[config.mk]
export PLATFORM = sky130hd
export DESIGN_NAME = uart_tx_frame
export DESIGN_NICKNAME = d
export VERILOG_FILES = /design/src/rtl/uart_tx_frame.sv
export SDC_FILE = /design/constraint.sdc
export NUM_CORES = 1
export LEC_CHECK = 0
export BUFFER_PORTS_ARGS = -buffer_cell sky130_fd_sc_hd__buf_2
export CAP_MARGIN = 20
export CORE_UTILIZATION = 48
export CTS_CLUSTER_DIAMETER = 80
export DETAILED_ROUTE_END_ITERATION = 16
export MAX_ROUTING_LAYER = met4
export PLACE_DENSITY = 0.77
export SYNTH_ARGS = -nofsm -noshare
export SYNTH_HDL_FRONTEND = slang
export SYNTH_SLANG_ARGS = --single-unit
export TNS_END_PERCENT = 10
[constraint.sdc]
create_clock -name clk -period 1.8 [get_ports clk]
set_clock_uncertainty 0.2 [all_clocks]
set_input_delay 0.18 -clock clk [delete_from_list [all_inputs] [get_ports clk]]
set_output_delay 0.18 -clock clk [all_outputs]
set_load 0.05 [all_outputs]
[src/rtl/uart_tx_frame.sv]
// UART transmit framer: latches a byte plus external parity on request and
// shifts out start, LSB-first data, optional parity and one or two stop bits.
module uart_tx_frame #(
  parameter int unsigned DATA_W = 8
) (
  input  logic              clk,
  input  logic              rst,
  input  logic              baud_tick,
  input  logic              send,
  input  logic [DATA_W-1:0] data_in,
  input  logic              parity_bit,
  input  logic [1:0]        parity_type,
  input  logic              stop_bits,
  output logic              tx_out,
  output logic              busy,
  output logic              done
);

  localparam int unsigned CNT_W = $clog2(DATA_W);
  localparam logic [CNT_W-1:0] LAST_BIT = CNT_W'(DATA_W - 1);

  typedef enum logic [2:0] {
    S_IDLE,
    S_ARMED,
    S_START,
    S_DATA,
    S_PARITY,
    S_STOP
  } state_e;

  state_e            state_q, state_d;
  logic [DATA_W-1:0] shreg_q, shreg_d;
  logic [CNT_W-1:0]  bit_cnt_q, bit_cnt_d;
  logic              par_q, par_d;
  logic              par_en_q, par_en_d;
  logic              two_stop_q, two_stop_d;
  logic              stop_cnt_q, stop_cnt_d;
  logic              tx_q, tx_d;
  logic              busy_q, busy_d;
  logic              done_q, done_d;

  always_comb begin
    state_d    = state_q;
    shreg_d    = shreg_q;
    bit_cnt_d  = bit_cnt_q;
    par_d      = par_q;
    par_en_d   = par_en_q;
    two_stop_d = two_stop_q;
    stop_cnt_d = stop_cnt_q;
    done_d     = 1'b0;

    case (state_q)
      S_IDLE: begin
        if (send) begin
          shreg_d    = data_in;
          par_d      = parity_bit;
          par_en_d   = ^parity_type;
          two_stop_d = stop_bits;
          bit_cnt_d  = '0;
          stop_cnt_d = 1'b0;
          state_d    = S_ARMED;
        end
      end
      S_ARMED: begin
        if (baud_tick) state_d = S_START;
      end
      S_START: begin
        if (baud_tick) begin
          bit_cnt_d = '0;
          state_d   = S_DATA;
        end
      end
      S_DATA: begin
        if (baud_tick) begin
          if (bit_cnt_q == LAST_BIT) begin
            stop_cnt_d = 1'b0;
            state_d    = par_en_q ? S_PARITY : S_STOP;
          end else begin
            shreg_d   = shreg_q >> 1;
            bit_cnt_d = bit_cnt_q + CNT_W'(1);
          end
        end
      end
      S_PARITY: begin
        if (baud_tick) begin
          stop_cnt_d = 1'b0;
          state_d    = S_STOP;
        end
      end
      S_STOP: begin
        if (baud_tick) begin
          if (two_stop_q && !stop_cnt_q) begin
            stop_cnt_d = 1'b1;
          end else begin
            done_d  = 1'b1;
            state_d = S_IDLE;
          end
        end
      end
      default: state_d = S_IDLE;
    endcase

    // Outputs are decoded from the next state so they can be registered
    // without adding a cycle of latency to the line.
    case (state_d)
      S_START:  tx_d = 1'b0;
      S_DATA:   tx_d = shreg_d[0];
      S_PARITY: tx_d = par_d;
      default:  tx_d = 1'b1;
    endcase
    busy_d = (state_d != S_IDLE);
  end

  always_ff @(posedge clk) begin
    if (rst) begin
      state_q    <= S_IDLE;
      shreg_q    <= '0;
      bit_cnt_q  <= '0;
      par_q      <= 1'b0;
      par_en_q   <= 1'b0;
      two_stop_q <= 1'b0;
      stop_cnt_q <= 1'b0;
      tx_q       <= 1'b1;
      busy_q     <= 1'b0;
      done_q     <= 1'b0;
    end else begin
      state_q    <= state_d;
      shreg_q    <= shreg_d;
      bit_cnt_q  <= bit_cnt_d;
      par_q      <= par_d;
      par_en_q   <= par_en_d;
      two_stop_q <= two_stop_d;
      stop_cnt_q <= stop_cnt_d;
      tx_q       <= tx_d;
      busy_q     <= busy_d;
      done_q     <= done_d;
    end
  end

  assign tx_out = tx_q;
  assign busy   = busy_q;
  assign done   = done_q;

endmodule

==> results of run 1 <==
[per-layer routing]
metal	vias up	track usage	routed length [µm]
met2	21	0.432	1370
met3	5	0.0556	71
met1	495	0.276	1090
met5	-	-	0
met4	0	0.0944	34
li1	504	-	-
[flip-flops by register name, summed over array words and instances (netlist names)]
name / flops
par_en_q: 1
done: 1
tx_out: 1
shreg_q: 8
state_q: 3
par_q: 1
two_stop_q: 1
stop_cnt_q: 1
bit_cnt_q: 3
busy: 1
[stage by stage]
stage	util	instance area, µm²	total power, mW	hold slack (ps)
2_1_floorplan	-	1040	0.667	127
3_3_place_gp	0.640	1270	0.741	220
3_5_place_dp	0.640	1270	0.748	231
4_1_cts	0.737	1460	1.02	41.4
5_1_grt	0.751	1490	1.07	43.2
6_report	0.751	1490	1.02	45.1
[kinds of logic (layout without fill, tap and decap cells)]
kind of cell               after synthesis  count (layout)
AOI/OAI and AO/OA                       27              27
xor gates and xnor gates                 1               1
adders and majority gates                3               3
buffers and inverters                    8              58
DFF                                     21              21
muxes                                    2               2
and+or+nand+nor                         48              48
[worst reg2reg max path: stages, from the launching register on]
cell and delay (ps):
dfxtp_2 370, ha_4 150, ha_4 140, nand3_2 80, a221oi_2 260, and3_4 220, nor2_2 40, or3_1 300
[layout make-up]
type	instances	area (µm²)
Multi-Input combinational cell	81	621
Fill cell	145	494
Sequential cell	21	427
Timing Repair Buffer	52	373
Tap cell	27	33.8
Clock buffer	4	26.3
Inverter	2	7.51
[final timing paths]
kind / to / slack (ps) / depth (start not counted)
hold reg to reg: bit_cnt_q[1] / 310 / 2
hold / removal: shreg_q[1] / 50 / 2
setup reg to reg: busy / -60 / 7
setup / recovery: busy / -60 / 7
[repair_timing]
action                     in CTS  in global routing
setup endpoints to repair       8                 11
hold endpoints to repair       10                  0
setup buffers                   2                  1
hold buffers                   11                  0
resized for setup               8                  6
pin swaps                       6                 10
[cell usage after synthesis]
library cell and instances:
nand2b_1 3, nor2_2 1, clkbuf_8 1, a2111oi_2 1
clkbuf_1 1, nor4b_4 1, nand3_1 3, and2b_4 1
nor3_1 2, nand2_1 8, nand4b_1 1, o221ai_1 1
nor4_1 1, xnor2_1 1, nor3b_1 1, a22o_1 1
o21bai_1 2, or3_1 1, o2111ai_1 1, a221oi_2 1
and3b_1 1, mux2i_1 2, a31oi_1 1, nor2_1 17
o211ai_1 1, buf_6 1, and3_4 1, a222oi_1 6
nor2b_1 4, o21ai_0 1, a22oi_1 1, or2_2 2
o21ba_2 1, dfxtp_1 21, buf_2 3, a32oi_1 1
ha_1 3, a211oi_1 1, o22ai_1 1, inv_1 2
a21oi_1 6
[cells in the final DEF (no fill, tap or decap), types with 2 or more instances in the layout]
| cell | count |
|---|---|
| a21oi_1 | 6 |
| a222oi_1 | 6 |
| buf_2 | 18 |
| buf_4 | 23 |
| clkbuf_4 | 3 |
| dfxtp_1 | 16 |
| dfxtp_2 | 5 |
| dlygate4sd3_1 | 11 |
| ha_4 | 2 |
| inv_1 | 2 |
| mux2i_1 | 2 |
| nand2_1 | 7 |
| nand2b_4 | 2 |
| nand3_1 | 2 |
| nor2_1 | 17 |
| nor2b_1 | 4 |
| nor3_1 | 2 |
| or2_2 | 2 |
[power groups by stage]
stage,Clock [mW],Combinational (mW),Sequential [mW]
after floorplan,0,0.131,0.535
final,0.231,0.272,0.520
after global routing,0.254,0.292,0.524
after global placement,0,0.215,0.526
after detailed placement,0,0.221,0.527
after CTS,0.238,0.262,0.517
==> flow_summary.json, run 1 <==
{
  "status": "finished with violations",
  "failed_checks": "setup timing",
  "crit_top_cell": "ha_4",
  "path_clk_slew_ps": 120,
  "synth_area_um2": 1020,
  "ant_nets": 0,
  "setup_viol": 2,
  "synth_mux_area_frac": 0.0196,
  "leakagePower_nw": 0.620,
  "die_w_um": 48.2,
  "start_kind": "flop",
  "critPathMaxStageDelay_ps": 370,
  "dr.pass1.iters": 8,
  "r2r_start": "bit_cnt_q[1]",
  "clk_latency_ps": 310,
  "cts_buffer_depth": 2,
  "final.period_utilization": 1.03,
  "ios": 19,
  "crit_chain": "ha_4, ha_4, nand3_2, a221oi_2, and3_4, nor2_2, or3_1",
  "synth_top_family_by_area": "simple AND/OR/NAND/NOR gates",
  "critPathKind": "flop to flop",
  "drive_above_1_share": 0.419,
  "routed_wl_um": 2570,
  "postSynthCellCount": 110,
  "gp_routability_congestion": 0.849,
  "peakVddDrop_uv": 597,
  "grt_pass1_wl_um": 3840,
  "fin_nets": 180,
  "relSlewSlack": 0.759,
  "cts_tree": "built",
  "vias_per_cell": 5.48,
  "synth_area_leaders": "dfxtp_1 41%, nor2_1 6.2%, a222oi_1 5.9%",
  "seq_power_share": 0.508,
  "htree_levels": 1,
  "swShare": 0.294,
  "cts_buffers": 3,
  "fmax_mhz": 539,
  "crit_path_end_kind": "flop",
  "yosysUniqueCellTypes": 41,
  "yosysTopAreaCellShare": 0.411,
  "holdCritStartpoint": "rst",
  "grt.total_usage": 0.249,
  "cpLargestDelayFamily": "simple AND/OR/NAND/NOR gates",
  "arrival_ps": 1870,
  "power_frac_comb": 0.266,
  "tns_ps": -87.9,
  "grt_max_degree": 20,
  "cts-root-buf": "clkbuf_4",
  "yosysTopAreaCell": "dfxtp_1",
  "clock-sinks": 21,
  "fp.dieH_um": 48.2,
  "yosys_warnings": 0,
  "p_sw_mw": 0.300,
  "grt_pass1_vias": 933,
  "critPathLaunch": "bit_cnt_q[1]",
  "drv_slew": 0,
  "p_int_mw": 0.723,
  "synth_nets": 129,
  "crit_fanout": 4,
  "io_buffer_count": 18,
  "num_vias": 1025,
  "row_count": 16,
  "yosysSeqAreaShare": 0.411,
  "hold_viol_final": 0,
  "min_period_ps": 1860,
  "power-per-cell-area_nw_per_um2": 688,
  "initial_core_util": 0.516,
  "hpwl_um": 1750,
  "core-area_um2": 1980,
  "synth_compound_area_frac": 0.215,
  "antenna_found_initial": 0,
  "drv_cap": 0,
  "area_delta_synth_final_pct": 45.5,
  "drt_iter0_drc": 43,
  "cp_num_buf_inv": 0,
  "yosys.area_share.simple": 0.258,
  "pre_cts_ws_ps": -136,
  "fin_cells": 187,
  "synth_fa_ha_area_frac": 0.0367,
  "dieArea_um2": 2320,
  "synth.avg_cell_area_um2": 9.29,
  "n_antenna_cell": 0,
  "ys_ff_latch": 21,
  "required_ps": 1810,
  "fin_ws_ps": -56.8,
  "synthXorXnorAreaFrac": 0.00857,
  "wl_per_cell_um": 13.7,
  "slowest_stage": "dfxtp_2",
  "dp_cells": 169,
  "rsz0062_at_grt": "true",
  "grt.overflow.total": 0,
  "drc": 0,
  "power_frac_clock": 0.226,
  "hp-class": "input pin to flop",
  "worstMarginPinSlew_ps": 361
}
Note: power is estimated with default switching activity, not from simulation.
==> inputs of run 2 (changes only) <==
- CORE_UTILIZATION: 48 -> 51
- CTS_BUF_LIST: not set -> sky130_fd_sc_hd__clkbuf_8
- PLACE_DENSITY: 0.77 -> 0.81
- RECOVER_POWER: not set -> 100
==> run 2 against run 1 <==
Effect of this change: the run still ends with setup timing left; via count is 2.5% lower; clock-buffer cell count decreased by 1; global-route usage rose by 2.4 points; combinational power shrank 13%; flip-flop and latch count is the same; routed wire length up 0.97%; design area down 7.7%; setup slack got worse by 19 ps; utilization grew 1.1 points; highest routed layer unchanged; register-to-register slack got worse by 20 ps; largest power group unchanged.
==> flow_summary.json, run 2 (synthesis gave the netlist of run 1 again) <==
{
  "drive_above_1_share": 0.352,
  "min_delay_path_depth": 3,
  "r2r_start": "state_q[2]",
  "io_buffer_count": 18,
  "final.period_utilization": 1.04,
  "htree_levels": 1,
  "clock-sinks": 21,
  "ant_nets": 0,
  "fmax_mhz": 533,
  "largest_reg_flops": 8,
  "grt_pass1_wl_um": 4010,
  "pre_cts_ws_ps": -208,
  "crit_path_end_kind": "flop",
  "dp_cells": 158,
  "vias_per_cell": 5.88,
  "n_antenna_cell": 0,
  "drv_cap": 0,
  "hold_slack_ps": 8.35,
  "cts_buffers": 3,
  "grt.total_usage": 0.273,
  "reg_top3": "shreg_q: 8 flops, bit_cnt_q: 3 flops, state_q: 3 flops",
  "wl_per_cell_um": 15.2,
  "drt_iter0_drc": 53,
  "drc": 0,
  "timing.reg2reg.setup_slack_ps": -80,
  "power-per-cell-area_nw_per_um2": 771,
  "routed_wl_um": 2590,
  "regMostFlops": "shreg_q",
  "area_delta_synth_final_pct": 34.3,
  "rr_endpoint": "busy",
  "antenna_found_initial": 0,
  "fin_util": 0.762,
  "fin_ws_ps": -75.4,
  "cts_buffer_depth": 2,
  "cts_tree": "built",
  "grt.overflow.total": 0,
  "grt_pass1_vias": 913,
  "fin_nets": 165,
  "rsz0062_at_grt": "true",
  "drv_slew": 0,
  "final_common_cell": "dfxtp_1",
  "setup_viol": 4,
  "placed_area_um2": 1200,
  "crit_fanout": 5,
  "dieArea_um2": 2190,
  "required_ps": 1740,
  "arrival_ps": 1820,
  "peakVddDrop_uv": 952,
  "hold_viol_final": 0,
  "grt_use_met2": 0.461,
  "grt_use_met3": 0.0423,
  "min_period_ps": 1880,
  "path_clk_slew_ps": 70,
  "grt_max_degree": 20,
  "die_w_um": 46.8,
  "holdCritStartpoint": "data_in[3]",
  "dr.pass1.iters": 5,
  "use_met1": 0.317,
  "min_to": "shreg_q[3]",
  "tns_ps": -102,
  "layout_common_cells": "17 x dfxtp_1, 16 x nor2_1, 15 x buf_2",
  "status": "finished with violations",
  "core-area_um2": 1800,
  "relSlewSlack": 0.601,
  "finalPower_mw": 1.06,
  "worst_r2r_path_depth": 5,
  "hpwl_um": 1680,
  "fin_area_um2": 1370,
  "num_vias": 999,
  "ios": 19,
  "grt.busiest_layer": "met2",
  "failed_checks": "setup timing",
  "cts-root-buf": "clkbuf_8",
  "hp-class": "input pin to flop",
  "critPathKind": "flop to flop",
  "clk_latency_ps": 260,
  "leakagePower_nw": 0.549,
  "initial_core_util": 0.567,
  "worstMarginPinSlew_ps": 601,
  "gp_routability_congestion": 0.848,
  "start_kind": "flop",
  "fp.dieH_um": 46.8,
  "fin_cells": 170,
  "row_count": 15
}
-- run 2: cell types whose count changed in the layout (fill, tap and decap cells not counted), sizes merged --
cell         delta
buf            -14
clkbuf          +2
dlygate4sd3     -4
inv             +1
-- run 2: repair_timing --
item / 4_1_cts / 5_1_grt
endpoints found under the setup margin: 7 / 11
resized for setup: 8 / 4
endpoints found under the hold margin: 7 / 0
hold buffers: 7 / 0
buffers inserted: 0 / 1
pin swaps: 5 / 6
-- run 2: where the power goes --
group          internal (mW)  total [mW]  switching (mW)
clock                  0.152       0.298           0.146
combinational          0.115       0.236           0.120
sequential             0.496       0.524          0.0288
total                  0.763        1.06           0.295
-- run 2: critical path: stages, from the launching register on --
cell and delay, ps:
dfxtp_1 470, and2b_4 250, a221oi_2 260, and3_4 230
nor2_2 40, or3_1 310
-- run 2: cell type report --
cell class                      instances  area, µm²
Timing Repair Buffer                   37        246
Sequential cell                        21        425
Multi-Input combinational cell         81        617
Tap cell                               25       31.3
Clock inverter                          1       3.75
Inverter                                2       7.51
Clock buffer                            3       41.3
Fill cell                             127        429
-- run 2: per-layer routing --
layer  up-vias  share of wire
met1       476           0.42
met2        41           0.52
met5         -              0
met4         0          0.012
met3         4          0.051
li1        478              -
-- run 2: worst max path at each step --
stage	startpoint	to	slack, ps	cells past startpoint
2_1_floorplan	bit_cnt_q[0]	busy	2	7
3_3_place_gp	bit_cnt_q[0]	busy	-60	7
3_5_place_dp	bit_cnt_q[1]	shreg_q[3]	-210	7
4_1_cts	bit_cnt_q[0]	busy	-50	7
5_1_grt	bit_cnt_q[1]	busy	-110	7
6_report	state_q[2]	busy	-80	5
